$ cat config.mk
export PLATFORM = sky130hd
export DESIGN_NAME = mem_op_sequencer_flat
export DESIGN_NICKNAME = d
export VERILOG_FILES = /design/src/rtl/mem_op_sequencer_pkg.sv /design/src/rtl/mem_op_sequencer_if.sv /design/src/rtl/mem_op_sequencer_clear_sweep.sv /design/src/rtl/mem_op_sequencer.sv /design/src/flat_wrapper.sv
export SDC_FILE = /design/constraint.sdc
export NUM_CORES = 1
export LEC_CHECK = 0
export ABC_CLOCK_PERIOD_IN_PS = 3300
export CORE_UTILIZATION = 45
export DETAILED_ROUTE_END_ITERATION = 6
export PLACE_DENSITY = 0.75
export SETUP_SLACK_MARGIN = 0.5
export SYNTH_ARGS = -nofsm -noshare
export SYNTH_HDL_FRONTEND = slang
export SYNTH_SLANG_ARGS = --single-unit
$ cat constraint.sdc
create_clock -name clk -period 3.3 [get_ports clk]
set_input_delay 0.99 -clock clk [delete_from_list [all_inputs] [get_ports clk]]
set_output_delay 0.99 -clock clk [all_outputs]
set_load 0.1 [all_outputs]
$ cat src/rtl/mem_op_sequencer_pkg.sv
// Shared mode/stage codes and the sequencer state enum; the display driver
// imports the same mode constants.
package mem_ctrl_pkg;

  localparam logic [1:0] CLEARMODE = 2'b00;
  localparam logic [1:0] READMODE  = 2'b01;
  localparam logic [1:0] WRITEMODE = 2'b10;
  localparam logic [1:0] IDLE      = 2'b11;

  localparam logic [1:0] STG_PROMPT = 2'b00;
  localparam logic [1:0] STG_ADDR   = 2'b01;
  localparam logic [1:0] STG_MID    = 2'b10;
  localparam logic [1:0] STG_SHOW   = 2'b11;

  typedef enum logic [3:0] {
    S_IDLE,
    S_PROMPT,
    S_ADDR,
    S_DATA,
    S_WR,
    S_RD,
    S_RDWAIT,
    S_SHOW,
    S_CLEAR
  } state_t;

endpackage

$ cat src/rtl/mem_op_sequencer_if.sv
// Operator, RAM and display bundle of the memory operation sequencer.
interface mem_op_sequencer_if #(
  parameter int ADDR_W = 8,
  parameter int DATA_W = 16
);
  // btn_next/btn_cancel are single-cycle pulses sampled on the rising clock
  // edge; there is no valid/ready back-pressure, busy is status only.
  logic [1:0]        mode_sw;
  logic [DATA_W-1:0] entry_val;
  logic              btn_next;
  logic              btn_cancel;

  logic [ADDR_W-1:0] mem_addr;
  logic [DATA_W-1:0] mem_wdata;
  logic              mem_we;
  logic [DATA_W-1:0] mem_rdata;

  logic [1:0]        mode_select;
  logic [1:0]        stage;
  logic [DATA_W-1:0] disp_val;
  logic              busy;

  modport slave (
    input  mode_sw, entry_val, btn_next, btn_cancel, mem_rdata,
    output mem_addr, mem_wdata, mem_we, mode_select, stage, disp_val, busy
  );

  modport master (
    output mode_sw, entry_val, btn_next, btn_cancel, mem_rdata,
    input  mem_addr, mem_wdata, mem_we, mode_select, stage, disp_val, busy
  );
endinterface

$ cat src/rtl/mem_op_sequencer_clear_sweep.sv
// Address sweep for CLEAR: after a start pulse, walks 0..DEPTH-1 once with we
// high, then pulses done for one cycle.
module mem_clear_sweep #(
  parameter int ADDR_W = 8
) (
  input  logic              clk,
  input  logic              rst,
  input  logic              start_i,
  output logic [ADDR_W-1:0] addr_o,
  output logic              we_o,
  output logic              done_o
);

  logic [ADDR_W-1:0] cnt_q, cnt_d;
  logic              active_q, active_d;
  logic              done_q, done_d;

  always_comb begin
    cnt_d    = cnt_q;
    active_d = active_q;
    done_d   = 1'b0;
    if (start_i) begin
      cnt_d    = '0;
      active_d = 1'b1;
    end else if (active_q) begin
      cnt_d = cnt_q + 1'b1;
      if (cnt_q == {ADDR_W{1'b1}}) begin
        active_d = 1'b0;
        done_d   = 1'b1;
      end
    end
  end

  always_ff @(posedge clk or posedge rst) begin
    if (rst) begin
      cnt_q    <= '0;
      active_q <= 1'b0;
      done_q   <= 1'b0;
    end else begin
      cnt_q    <= cnt_d;
      active_q <= active_d;
      done_q   <= done_d;
    end
  end

  assign addr_o = cnt_q;
  assign we_o   = active_q;
  assign done_o = done_q;

endmodule

$ cat src/rtl/mem_op_sequencer.sv
// Operator-driven CLEAR/READ/WRITE sequencer feeding the seven-segment display.
// Build option MEM_OP_AUTO_INC_EN: step in SHOW advances to the next address.
module mem_op_sequencer
  import mem_ctrl_pkg::*;
#(
  parameter int ADDR_W = 8,
  parameter int DATA_W = 16
) (
  input  logic                clk,
  input  logic                rst,
  mem_op_sequencer_if.slave   bus,
  output state_t              dbg_state_o
);

  state_t            state_q, state_d;
  logic [1:0]        mode_q, mode_d;
  logic [ADDR_W-1:0] addr_q, addr_d;
  logic [DATA_W-1:0] wdata_q, wdata_d;

  logic [1:0]        mode_select_q, mode_select_d;
  logic [1:0]        stage_q, stage_d;
  logic [DATA_W-1:0] disp_val_q, disp_val_d;
  logic [ADDR_W-1:0] mem_addr_q, mem_addr_d;
  logic [DATA_W-1:0] mem_wdata_q, mem_wdata_d;
  logic              mem_we_q, mem_we_d;
  logic              busy_q, busy_d;

  logic              sweep_start;
  logic [ADDR_W-1:0] sweep_addr;
  logic              sweep_we;
  logic              sweep_done;
  logic              cancel_ok;

  mem_clear_sweep #(.ADDR_W(ADDR_W)) u_sweep (
    .clk     (clk),
    .rst     (rst),
    .start_i (sweep_start),
    .addr_o  (sweep_addr),
    .we_o    (sweep_we),
    .done_o  (sweep_done)
  );

  // A cancel landing on an in-flight RAM access or sweep is dropped.
  assign cancel_ok = !(state_q inside {S_CLEAR, S_WR, S_RDWAIT});

  always_ff @(posedge clk or posedge rst) begin
    if (rst) begin
      state_q       <= S_IDLE;
      mode_q        <= IDLE;
      addr_q        <= '0;
      wdata_q       <= '0;
      mode_select_q <= IDLE;
      stage_q       <= STG_PROMPT;
      disp_val_q    <= '0;
      mem_addr_q    <= '0;
      mem_wdata_q   <= '0;
      mem_we_q      <= 1'b0;
      busy_q        <= 1'b0;
    end else begin
      state_q       <= state_d;
      mode_q        <= mode_d;
      addr_q        <= addr_d;
      wdata_q       <= wdata_d;
      mode_select_q <= mode_select_d;
      stage_q       <= stage_d;
      disp_val_q    <= disp_val_d;
      mem_addr_q    <= mem_addr_d;
      mem_wdata_q   <= mem_wdata_d;
      mem_we_q      <= mem_we_d;
      busy_q        <= busy_d;
    end
  end

  always_comb begin
    state_d     = state_q;
    mode_d      = mode_q;
    addr_d      = addr_q;
    wdata_d     = wdata_q;
    sweep_start = 1'b0;
    if (bus.btn_cancel && cancel_ok) begin
      state_d = S_IDLE;
    end else begin
      case (state_q)
        S_IDLE: begin
          if (bus.btn_next) begin
            case (bus.mode_sw)
              CLEARMODE: begin
                state_d     = S_CLEAR;
                sweep_start = 1'b1;
              end
              READMODE, WRITEMODE: begin
                mode_d  = bus.mode_sw;
                state_d = S_PROMPT;
              end
              default: ;
            endcase
          end
        end
        S_PROMPT: if (bus.btn_next) state_d = S_ADDR;
        S_ADDR: begin
          if (bus.btn_next) begin
            addr_d  = bus.entry_val[ADDR_W-1:0];
            state_d = (mode_q == READMODE) ? S_RD : S_DATA;
          end
        end
        S_DATA: begin
          if (bus.btn_next) begin
            wdata_d = bus.entry_val;
            state_d = S_WR;
          end
        end
        S_WR:     state_d = S_SHOW;
        S_RD:     state_d = S_RDWAIT;
        S_RDWAIT: state_d = S_SHOW;
        S_SHOW: begin
          if (bus.btn_next) begin
`ifdef MEM_OP_AUTO_INC_EN
            addr_d  = addr_q + 1'b1;
            state_d = (mode_q == READMODE) ? S_RD : S_DATA;
`else
            state_d = S_IDLE;
`endif
          end
        end
        S_CLEAR:  if (sweep_done) state_d = S_IDLE;
        default:  state_d = S_IDLE;
      endcase
    end
  end

  // Outputs are registered from the next state so they line up with it.
  always_comb begin
    case (state_d)
      S_IDLE:  mode_select_d = IDLE;
      S_CLEAR: mode_select_d = CLEARMODE;
      default: mode_select_d = mode_d;
    endcase

    case (state_d)
      S_ADDR:                       stage_d = STG_ADDR;
      S_DATA, S_WR, S_RD, S_RDWAIT: stage_d = STG_MID;
      S_SHOW:                       stage_d = STG_SHOW;
      default:                      stage_d = STG_PROMPT;
    endcase

    busy_d      = state_d inside {S_WR, S_RD, S_RDWAIT, S_CLEAR};
    mem_we_d    = (state_d == S_WR) || ((state_d == S_CLEAR) && sweep_we);
    mem_addr_d  = (state_d == S_CLEAR) ? sweep_addr : addr_d;
    mem_wdata_d = mem_wdata_q;
    if (state_d == S_WR)    mem_wdata_d = wdata_d;
    if (state_d == S_CLEAR) mem_wdata_d = '0;

    case (state_d)
      S_ADDR, S_DATA:   disp_val_d = bus.entry_val;
      S_WR:             disp_val_d = wdata_d;
      S_RD, S_RDWAIT:   disp_val_d = disp_val_q;
      S_SHOW:           disp_val_d = (state_q == S_RDWAIT) ? bus.mem_rdata : disp_val_q;
      default:          disp_val_d = '0;
    endcase
  end

  assign bus.mode_select = mode_select_q;
  assign bus.stage       = stage_q;
  assign bus.disp_val    = disp_val_q;
  assign bus.mem_addr    = mem_addr_q;
  assign bus.mem_wdata   = mem_wdata_q;
  assign bus.mem_we      = mem_we_q;
  assign bus.busy        = busy_q;
  assign dbg_state_o     = state_q;

endmodule

$ cat src/flat_wrapper.sv
// flat-port wrapper written by rule: the top's interface ports become plain ports
module mem_op_sequencer_flat import mem_ctrl_pkg::*;
#(
  parameter int ADDR_W = 8,
  parameter int DATA_W = 16
)
  (clk, rst, dbg_state_o, bus_mode_sw, bus_entry_val, bus_btn_next, bus_btn_cancel, bus_mem_rdata, bus_mem_addr, bus_mem_wdata, bus_mem_we, bus_mode_select, bus_stage, bus_disp_val, bus_busy);
  mem_op_sequencer_if #(.ADDR_W(ADDR_W), .DATA_W(DATA_W)) bus_i ();
  input  logic clk;
  input  logic rst;
  output state_t dbg_state_o;
  input wire logic [$bits(bus_i.mode_sw)-1:0] bus_mode_sw;
  input wire logic [$bits(bus_i.entry_val)-1:0] bus_entry_val;
  input wire logic [$bits(bus_i.btn_next)-1:0] bus_btn_next;
  input wire logic [$bits(bus_i.btn_cancel)-1:0] bus_btn_cancel;
  input wire logic [$bits(bus_i.mem_rdata)-1:0] bus_mem_rdata;
  output wire logic [$bits(bus_i.mem_addr)-1:0] bus_mem_addr;
  output wire logic [$bits(bus_i.mem_wdata)-1:0] bus_mem_wdata;
  output wire logic [$bits(bus_i.mem_we)-1:0] bus_mem_we;
  output wire logic [$bits(bus_i.mode_select)-1:0] bus_mode_select;
  output wire logic [$bits(bus_i.stage)-1:0] bus_stage;
  output wire logic [$bits(bus_i.disp_val)-1:0] bus_disp_val;
  output wire logic [$bits(bus_i.busy)-1:0] bus_busy;
  assign bus_i.mode_sw = bus_mode_sw;
  assign bus_i.entry_val = bus_entry_val;
  assign bus_i.btn_next = bus_btn_next;
  assign bus_i.btn_cancel = bus_btn_cancel;
  assign bus_i.mem_rdata = bus_mem_rdata;
  assign bus_mem_addr = bus_i.mem_addr;
  assign bus_mem_wdata = bus_i.mem_wdata;
  assign bus_mem_we = bus_i.mem_we;
  assign bus_mode_select = bus_i.mode_select;
  assign bus_stage = bus_i.stage;
  assign bus_disp_val = bus_i.disp_val;
  assign bus_busy = bus_i.busy;
  mem_op_sequencer #(.ADDR_W(ADDR_W), .DATA_W(DATA_W)) u_core (.clk(clk), .rst(rst), .bus(bus_i), .dbg_state_o(dbg_state_o));
endmodule
# [Yosys cells after proc, flatten, opt, wreduce, memory -nomap -nowiden]
# Index checks and enable logic that the tools add are counted.
[word_totals] mem_count=0 rom_bits=0 ramBits=0 in_bits=38 register_bits=86 latch_bits=0
[classes] n_addsub=1 order_cmp=0 n_bitwise=1 n_reduce_logical=17 n_shift=0 eq_ne=20 mul=0 muxes=39 div_mod_pow=0
[op_table] operator="2-to-1 mux 16 bit" n=6
[op_table] operator="case mux 16 bit (4 select lines)" n=1
[op_table] operator="2-to-1 mux 8 bit" n=6
[op_table] operator="== test 4 x 3 -> 1 bit (second input constant)" n=8
[op_table] operator="case mux 4 bit (8 select lines)" n=1
[op_table] operator="2-to-1 mux 4 bit" n=7
[op_table] operator="== test 4 x 2 -> 1 bit (second input constant)" n=4
[op_table] operator="2-to-1 mux 1 bit" n=10
[op_table] operator="adder 8 x 1 -> 8 bit (second input constant)" n=1
[op_table] operator="== test 4 bit (second input constant)" n=2
[op_table] operator="== test 8 bit (second input constant)" n=1
[op_table] operator="logical NOT 4 bit" n=2
[op_table] operator="2-to-1 mux 2 bit" n=4
[op_table] operator="case mux 4 bit (2 select lines)" n=1
[op_table] operator="OR reduction 2 bit" n=4
[op_table] operator="case mux 2 bit (3 select lines)" n=1
[op_table] operator="== test 2 x 1 -> 1 bit (second input constant)" n=2
[op_table] operator="== test 4 x 1 -> 1 bit (second input constant)" n=1
[op_table] operator="case mux 2 bit (2 select lines)" n=1
[op_table] operator="nonzero test 2 bit" n=2
[op_table] operator="nonzero test 4 bit" n=1
[op_table] operator="OR reduction 4 bit" n=1
[op_table] operator="2-to-1 mux 3 bit" n=1
[op_table] operator="nonzero test 3 bit" n=1
[op_table] operator="8 further kinds" n=9

# [Logic depth before layout (Yosys ltp)]
# Gate-level depths: netlist of the first run.
[depth] depth_word=10 ltp_mapped=9 ltp_nobuf=8

# [Cells and area by module]
# Synthesis of the first run repeated with hierarchy kept, for this count alone.
[unflattened] hier_cells=327 area_unflattened_um2=3459.6
[by_module_without_submodules] module="mem_op_sequencer" cells_per_inst=283 area_per_inst_um2=2992.9 instances=1 seq_area_each_um2=1506.4
[by_module_without_submodules] module="mem_clear_sweep" cells_per_inst=44 area_per_inst_um2=466.7 instances=1 seq_area_each_um2=250.2

# [Worst setup path before layout of the first run]
# Ideal clock, no wire load.
[synth_timing] kind="in2reg" start="input port bus_mode_sw[0]" end="register u_core.disp_val_q[4], in the netlist u_core.bus.disp_val[4]" stages=8 slack_ns=0.693 arrival_ns=2.481 n_path_buf=1 cell_sequence="inv_1 > ha_1 > nor4bb_1 > a22oi_2 > a211o_1 > buf_2 > nor2_1 > a21oi_1"
[synth_between] elab_chain_cells=10 word_cells_on_any_way=20 classes_between="9 x eq/ne; 5 x mux; 1 x bitwise; 5 x reduce/logical"
[synth_lines] element="from (decl)" line_no="flat_wrapper.sv:12" rtl="input wire logic [$bits(bus_i.mode_sw)-1:0] bus_mode_sw;"
[synth_lines] element="== test 2 x 1 -> 1 bit or == test 2 bit (tied branches)" line_no="mem_op_sequencer.sv:86" rtl="case (bus.mode_sw)"
[synth_lines] element="OR reduction 2 bit" line_no="mem_op_sequencer.sv:86"
[synth_lines] element="case mux 4 bit (2 select lines) *" line_no="mem_op_sequencer.sv:86"
[synth_lines] element="2-to-1 mux 4 bit *" line_no="mem_op_sequencer.sv:85" rtl="if (bus.btn_next) begin"
[synth_lines] element="case mux 4 bit (8 select lines) *" line_no="mem_op_sequencer.sv:83" rtl="case (state_q)"
[synth_lines] element="2-to-1 mux 4 bit *" line_no="mem_op_sequencer.sv:80" rtl="if (bus.btn_cancel && cancel_ok) begin"
[synth_lines] element="parallel branches: the longest is 4 deep, another holds case mux 16 bit (4 select lines)"
[synth_lines] element="to (signal assigned)" line_no="mem_op_sequencer.sv:66" rtl="disp_val_q <= disp_val_d;"
[synth_lines] element="to (decl)" line_no="mem_op_sequencer.sv:22" rtl="logic [DATA_W-1:0] disp_val_q, disp_val_d;"
# Every way passes the cells marked *.
# A chain may end at the register's enable or synchronous reset.

# [Worst setup path after layout of the first run]
[layout_timing] start="input port bus_mode_sw[0]" end="register u_core.disp_val_q[6], in the netlist u_core.bus.disp_val[6]"
# Same word-level chain as after synthesis.

==> flow_metrics.env, run 1 <==
export IMPL_finalCritPeriodShare_pct=82.7
export IMPL_status="finished, final reports clean"
export IMPL_grt_pass1_vias=2547
export IMPL_clk_latency_ns=0.34
export IMPL_fin_hold_ws_ns=0.496
export IMPL_antenna_left=0
export IMPL_grt_pass1_wl_microns=12300
export IMPL_drtPass1Iterations=4
export IMPL_synthFlopType="dfrtp_1"
export IMPL_cp_end_kind="flip-flop"
export IMPL_cts_buffers_inserted=9
export IMPL_post_cts_buffers=0
export IMPL_rows=30
export IMPL_via_count=2525
export IMPL_routabilityCongestion=0.813
export IMPL_ys_seq_elements=70
export IMPL_cp_max_fo=32
export IMPL_fmax_mhz=366
export IMPL_clock_power_share_pct=21.8
export IMPL_internal_power_w=0.00196
export IMPL_clockBufferDepth=2
export IMPL_vias_per_cell=5.13
export IMPL_h_tree_depth=3
export IMPL_drive_gt1_share_pct=30.3
export IMPL_final_nets=432
export IMPL_overflow=0
export IMPL_grt_use_total_pct=21.9
export IMPL_cts_root_buf="clkbuf_8"
export IMPL_synth_cell_types=49
export IMPL_ir_drop_mv=0.548
export IMPL_hold_class="reg2reg"
export IMPL_synth_commonest_cells="dfrtp_1 (66), nand2_1 (46), a21oi_1 (36), nor2_1 (29), mux2_2 (17)"
export IMPL_cts_tree="yes"
export IMPL_insertedDiodeCount=0
export IMPL_io_pin_count=88
export IMPL_antenna_found_initial=0
export IMPL_yosysSeqAreaShare_pct=54.4
export IMPL_yosysTopAreaCellShare_pct=51.2
export IMPL_drcViolationCount=0
export IMPL_tightest_slew_ns=0.486
export IMPL_p_seq_share_pct=34.1
export IMPL_power_w=0.00358
export IMPL_clk_pin_slew_ns=0.07
export IMPL_synthArstFlopShare_pct=100
export IMPL_die_area_sq_um=7520
export IMPL_fp_dieH_microns=86.7
export IMPL_combPwrFrac_pct=44.2
export IMPL_setup_viol=0
export IMPL_arrival_ns=2.96
export IMPL_wire_per_inst_microns=15.5
export IMPL_p_sw_share_pct=45.2
export IMPL_fin_crit_ns=2.73
export IMPL_clock_skew_ns=0.00879
export IMPL_required_ns=3.53
export IMPL_start_util_pct=47.0
export IMPL_maxCapViolCount=0
export IMPL_ys_warn_count=0
export IMPL_startpoint_type="input pin"
export IMPL_yosysMostFrequentCell="dfrtp_1"
export IMPL_slew_headroom_pct=67.6
export IMPL_syn_inst=301
export IMPL_port_buffers=87
export IMPL_synth_edf_count=0
export IMPL_timing_final_max_slew_violations=0
export IMPL_syn_to_final_growth_pct=34.8
export IMPL_slowest_delay_ns=0.51
export IMPL_clock_sinks=70
export IMPL_first_iter_violations=112
export IMPL_syn_cell_area_sq_um=3230
export IMPL_rsz0062_at_grt="false"
export IMPL_slowest_stage="clkdlybuf4s50_1"
export IMPL_synth_area_leaders="dfrtp_1 (51%), mux2_2 (5.9%), a21oi_1 (5.6%)"
export IMPL_place_ws_ns=0.0279
export IMPL_routed_wl_microns=7650
export IMPL_die_w_microns=86.7
export IMPL_fin_setup_tns_ns=0
export IMPL_crit_chain="clkdlybuf4s50_1 > inv_1 > ha_1 > nor4bb_4 > a22oi_2 > a211o_1 > buf_12 > nor2_1 > a21oi_1"
export IMPL_place_hpwl_microns=5470
export IMPL_setup_slack_ns=0.570
export IMPL_crit_type="in2reg"
export IMPL_grt_max_degree=71
export IMPL_total_leakage_power_nw=2.08
export IMPL_core_sq_um=6870
export IMPL_yosysTopAreaCell="dfrtp_1"
export IMPL_pwr_density_cell_nw_per_um2=822
export IMPL_hold_viol=0
export IMPL_switchingPower_w=0.00162
export IMPL_synth_area_per_cell_sq_um=10.7
export IMPL_syn_nets=342
==> path summary, 6_finish.rpt <==
path                                            startpoint                             endpoint  slack [ns]  depth (start not counted)
max reg2reg                u_core.dbg_state_o[3]$_DFF_PP0_  u_core.bus.mem_wdata[8]$_DFFE_PP0P_        1.05                          6
max                                         bus_mode_sw[0]   u_core.bus.disp_val[6]$_DFFE_PP0P_        0.57                          9
max in group asynchronous                              rst  u_core.bus.mode_select[0]$_DFF_PP1_        1.94                          3
min in group asynchronous                              rst     u_core.bus.mem_addr[1]$_DFF_PP0_        1.02                          3
min                             u_core.addr_q[1]$_DFF_PP0_           u_core.addr_q[1]$_DFF_PP0_        0.50                          1
min reg2reg                     u_core.addr_q[1]$_DFF_PP0_           u_core.addr_q[1]$_DFF_PP0_        0.50                          1
==> stage by stage <==
| step | util (%) | area, sq um | instances |
|---|---|---|---|
| after detailed placement | 59.7 | 4100 | 476 |
| after CTS | 63.2 | 4340 | 492 |
| after floorplan | - | 3230 | 301 |
| after global placement | 59.7 | 4100 | 476 |
| after global routing | 63.4 | 4350 | 492 |
| final | 63.4 | 4350 | 492 |
==> worst max-delay path, delay by kind of cell <==
kind                       cells  cell delay (ns)
AOI/OAI and AO/OA              3             0.58
buffers and inverters          3             0.74
adders and majority gates      1             0.28
and+or+nand+nor                2             0.35
==> logic make-up after synthesis <==
group	count (synthesis)	share of synthesized area, %
AND/OR/NAND/NOR	107	15.8
multiplexers	18	6.24
buffers and inverters	26	4.69
adder cells (fa/ha/maj)	3	1.16
AO/OA/AOI/OAI	73	16.6
flip-flops	70	54.4
XOR/XNOR	4	1.09
==> placed cells by master, fill, tap and decap left out, types with 2 or more instances in the layout <==
cell type | Yosys | final
a21o_1 | 2 | 2
a21oi_1 | 36 | 36
a22oi_1 | 12 | 12
a22oi_2 | 4 | 4
and2_1 | 3 | 2
buf_12 | 0 | 4
buf_4 | 3 | 57
bufinv_16 | 0 | 2
clkbuf_8 | 0 | 11
clkdlybuf4s50_1 | 0 | 36
dfrtp_1 | 66 | 66
dfstp_2 | 4 | 4
ha_1 | 3 | 3
inv_1 | 7 | 6
mux2_2 | 17 | 17
nand2_1 | 46 | 46
nand2b_1 | 4 | 4
nand3_1 | 3 | 3
nand4_1 | 3 | 3
nor2_1 | 29 | 29
nor2b_1 | 2 | 2
nor3_1 | 2 | 2
o21ai_0 | 6 | 6
o21ai_4 | 2 | 2
or2_2 | 2 | 2
or3_1 | 3 | 3
xor2_1 | 3 | 3
==> sequential cells by signal, summed over array words and instances, names as in the netlist, 2 cells and up <==
register / flops
u_core.bus.disp_val: 16
u_core.bus.mem_addr: 8
u_core.bus.stage: 2
u_core.bus.mem_wdata: 16
u_core.mode_q: 2
u_core.dbg_state_o: 4
u_core.u_sweep.addr_o: 8
u_core.addr_q: 8
u_core.bus.mode_select: 2
==> cell type report <==
| type | instances | area [sq um] |
|---|---|---|
| Clock buffer | 11 | 151 |
| Clock inverter | 5 | 81.3 |
| Fill cell | 549 | 2520 |
| Inverter | 7 | 26.3 |
| Multi-Input combinational cell | 205 | 1340 |
| Sequential cell | 70 | 1760 |
| Tap cell | 96 | 120 |
| Timing Repair Buffer | 98 | 881 |
==> routing by layer <==
metal	up-vias	wire, microns	GRT usage, %	share of wire, %
met4	0	74	7.27	0.97
met2	71	3910	37.4	51
met1	1223	3340	27.6	44
met5	-	0	0	0
li1	1223	-	-	-
met3	8	321	5.05	4.2
==> power by group through the flow <==
stage	Combinational (W)	Sequential [W]	Clock, W
2_1_floorplan	0.000440	0.00200	0
3_3_place_gp	0.00156	0.00122	0
3_5_place_dp	0.00158	0.00123	0
4_1_cts	0.00159	0.00122	0.000802
5_1_grt	0.00166	0.00125	0.000838
6_report	0.00158	0.00122	0.000779
==> repair_timing <==
item	in CTS	in global routing
gates resized for setup	2	2
pin swaps	1	3
hold buffers	0	0
endpoints found under the setup margin	36	34
hold endpoints to repair	0	0
No activity file was read; power rests on OpenSTA's default activity.
==> run 2, diff against run 1 <==
--- a/config.mk
+++ b/config.mk
@@ -5,8 +5,8 @@
 export SDC_FILE = /design/constraint.sdc
 export NUM_CORES = 1
 export LEC_CHECK = 0
-export ABC_CLOCK_PERIOD_IN_PS = 3300
-export CORE_UTILIZATION = 45
+export ABC_CLOCK_PERIOD_IN_PS = 2300
+export CORE_UTILIZATION = 43
 export DETAILED_ROUTE_END_ITERATION = 6
 export PLACE_DENSITY = 0.75
 export SETUP_SLACK_MARGIN = 0.5
==> constraint.sdc (replaced) <==
create_clock -name clk -period 2.3 [get_ports clk]
set_input_delay 0.69 -clock clk [delete_from_list [all_inputs] [get_ports clk]]
set_output_delay 0.69 -clock clk [all_outputs]
set_load 0.1 [all_outputs]
==> run 2 against run 1 <==
  * Final area grew 12%
  * Count of clock-buffer cells in the layout is the same
  * Register-to-register slack lost 0.83 ns
  * Power grew 47%
  * Worst hold slack gained 0.0016 ns
  * Largest cell class unchanged
  * Sequential power grew 43%
==> flow_metrics.env, run 2 (synthesis gave the netlist of run 1 again) <==
export IMPL_status="finished, final reports clean"
export IMPL_cts_root_buf="clkbuf_8"
export IMPL_core_sq_um=7250
export IMPL_required_ns=2.53
export IMPL_cp_max_fo=8
export IMPL_slew_headroom_pct=76.4
export IMPL_vias_per_cell=5.17
export IMPL_drcViolationCount=0
export IMPL_final_nets=469
export IMPL_pwr_density_cell_nw_per_um2=1080
export IMPL_ir_drop_mv=0.837
export IMPL_final_cell_mix="buf_4 (76), dfrtp_1 (62), nand2_1 (42)"
export IMPL_fin_crit_ns=2.08
export IMPL_arrival_ns=2.31
export IMPL_grt_use_met2_pct=34.3
export IMPL_cp_end_kind="flip-flop"
export IMPL_rsz0062_at_grt="true"
export IMPL_setup_viol=0
export IMPL_startpoint_type="flip-flop"
export IMPL_via_count=2749
export IMPL_fp_dieH_microns=88.6
export IMPL_place_hpwl_microns=5600
export IMPL_maxCapViolCount=0
export IMPL_cts_hold_buf=0
export IMPL_fmax_mhz=481
export IMPL_total_leakage_power_nw=2.30
export IMPL_met3_usage_pct=3.26
export IMPL_first_iter_violations=168
export IMPL_clock_skew_ns=0.0131
export IMPL_start_util_pct=44.5
export IMPL_hold_viol=0
export IMPL_clk_pin_slew_ns=0.07
export IMPL_layout_commonest_cell="buf_4"
export IMPL_crit_type="reg2reg"
export IMPL_grt_max_degree=66
export IMPL_fin_setup_tns_ns=0
export IMPL_syn_to_final_growth_pct=51.5
export IMPL_grt_util_met1_pct=29.6
export IMPL_clockBufferDepth=2
export IMPL_insertedDiodeCount=0
export IMPL_die_w_microns=88.6
export IMPL_tightest_slew_ns=0.355
export IMPL_wire_per_inst_microns=15.5
export IMPL_grt_use_total_pct=21.7
export IMPL_power_w=0.00527
export IMPL_antenna_left=0
export IMPL_overflow=0
export IMPL_grt_busiest_layer="met2"
export IMPL_io_pin_count=88
export IMPL_antenna_found_initial=0
export IMPL_grt_pass1_vias=2644
export IMPL_finalCritPeriodShare_pct=90.3
export IMPL_clock_sinks=70
export IMPL_routabilityCongestion=0.850
export IMPL_rows=31
export IMPL_cts_tree="yes"
export IMPL_hold_class="reg2reg"
export IMPL_clk_latency_ns=0.34
export IMPL_drive_gt1_share_pct=43.2
export IMPL_port_buffers=87
export IMPL_drtPass1Iterations=5
export IMPL_cts_buffers_inserted=9
export IMPL_die_area_sq_um=7860
export IMPL_grt_pass1_wl_microns=12700
export IMPL_h_tree_depth=3
export IMPL_timing_final_max_slew_violations=0
export IMPL_routed_wl_microns=8240
run 2: worst max-delay path, cell delays in order, from the launching register on:
cell and delay (ns):
dfrtp_4 0.49, or4b_4 0.59, buf_6 0.15, a2bb2oi_4 0.15
nor2_4 0.15, and2_4 0.26, buf_6 0.14, a21oi_1 0.04
run 2: final cells by class:
class | count | area (sq um)
Multi-Input combinational cell | 205 | 1480
Inverter | 7 | 32.5
Tap cell | 99 | 124
Clock inverter | 5 | 35.0
Sequential cell | 70 | 1770
Clock buffer | 11 | 141
Fill cell | 531 | 2360
Timing Repair Buffer | 135 | 1310
run 2: power breakdown:
part           leakage (nW)  internal [W]  switching [W]  total [W]
sequential            0.924       0.00154       0.000201    0.00175
clock                0.0893      0.000421       0.000453   0.000874
combinational          1.28      0.000860        0.00179    0.00265
run 2: stage by stage:
| stage | instances | setup WS, ns | hold WS, ns | utilization (%) | cell area, sq um |
|---|---|---|---|---|---|
| global route | 532 | 0.154 | 0.514 | 67.4 | 4890 |
| global placement | 502 | -0.504 | 0.476 | 60.7 | 4400 |
| detailed placement | 502 | -0.537 | 0.482 | 60.7 | 4400 |
| floorplan | 301 | 0.0854 | 0.467 | - | 3290 |
| CTS | 525 | 0.279 | 0.499 | 65.0 | 4710 |
| finish | 532 | 0.222 | 0.497 | 67.4 | 4890 |
run 2: path summary, 6_finish.rpt:
path                                                  from                             endpoint  slack, ns  depth (start not counted)
max in group asynchronous                              rst      u_core.dbg_state_o[0]$_DFF_PP0_       1.12                          3
max                        u_core.dbg_state_o[2]$_DFF_PP0_  u_core.bus.mem_wdata[3]$_DFFE_PP0P_       0.22                          7
min reg2reg                     u_core.addr_q[0]$_DFF_PP0_           u_core.addr_q[0]$_DFF_PP0_       0.50                          1
min                             u_core.addr_q[0]$_DFF_PP0_           u_core.addr_q[0]$_DFF_PP0_       0.50                          1
min in group asynchronous                              rst     u_core.bus.mem_addr[0]$_DFF_PP0_       0.60                          2
max reg2reg                u_core.dbg_state_o[2]$_DFF_PP0_  u_core.bus.mem_wdata[3]$_DFFE_PP0P_       0.22                          7
run 2: repair_timing:
action | in CTS | in global routing
resized for setup | 35 | 32
pin swaps | 17 | 8
endpoints found under the hold margin | 0 | 0
cloned | 1 | 0
buffers inserted | 6 | 7
setup endpoints to repair | 65 | 51
run 2: metal layers:
metal | routed length [microns] | share of wire, % | vias to the layer above
li1 | - | - | 1299
met1 | 3570 | 43 | 1353
met2 | 4140 | 50 | 84
met3 | 381 | 4.6 | 13
met4 | 146 | 1.8 | 0
met5 | 0 | 0 | -
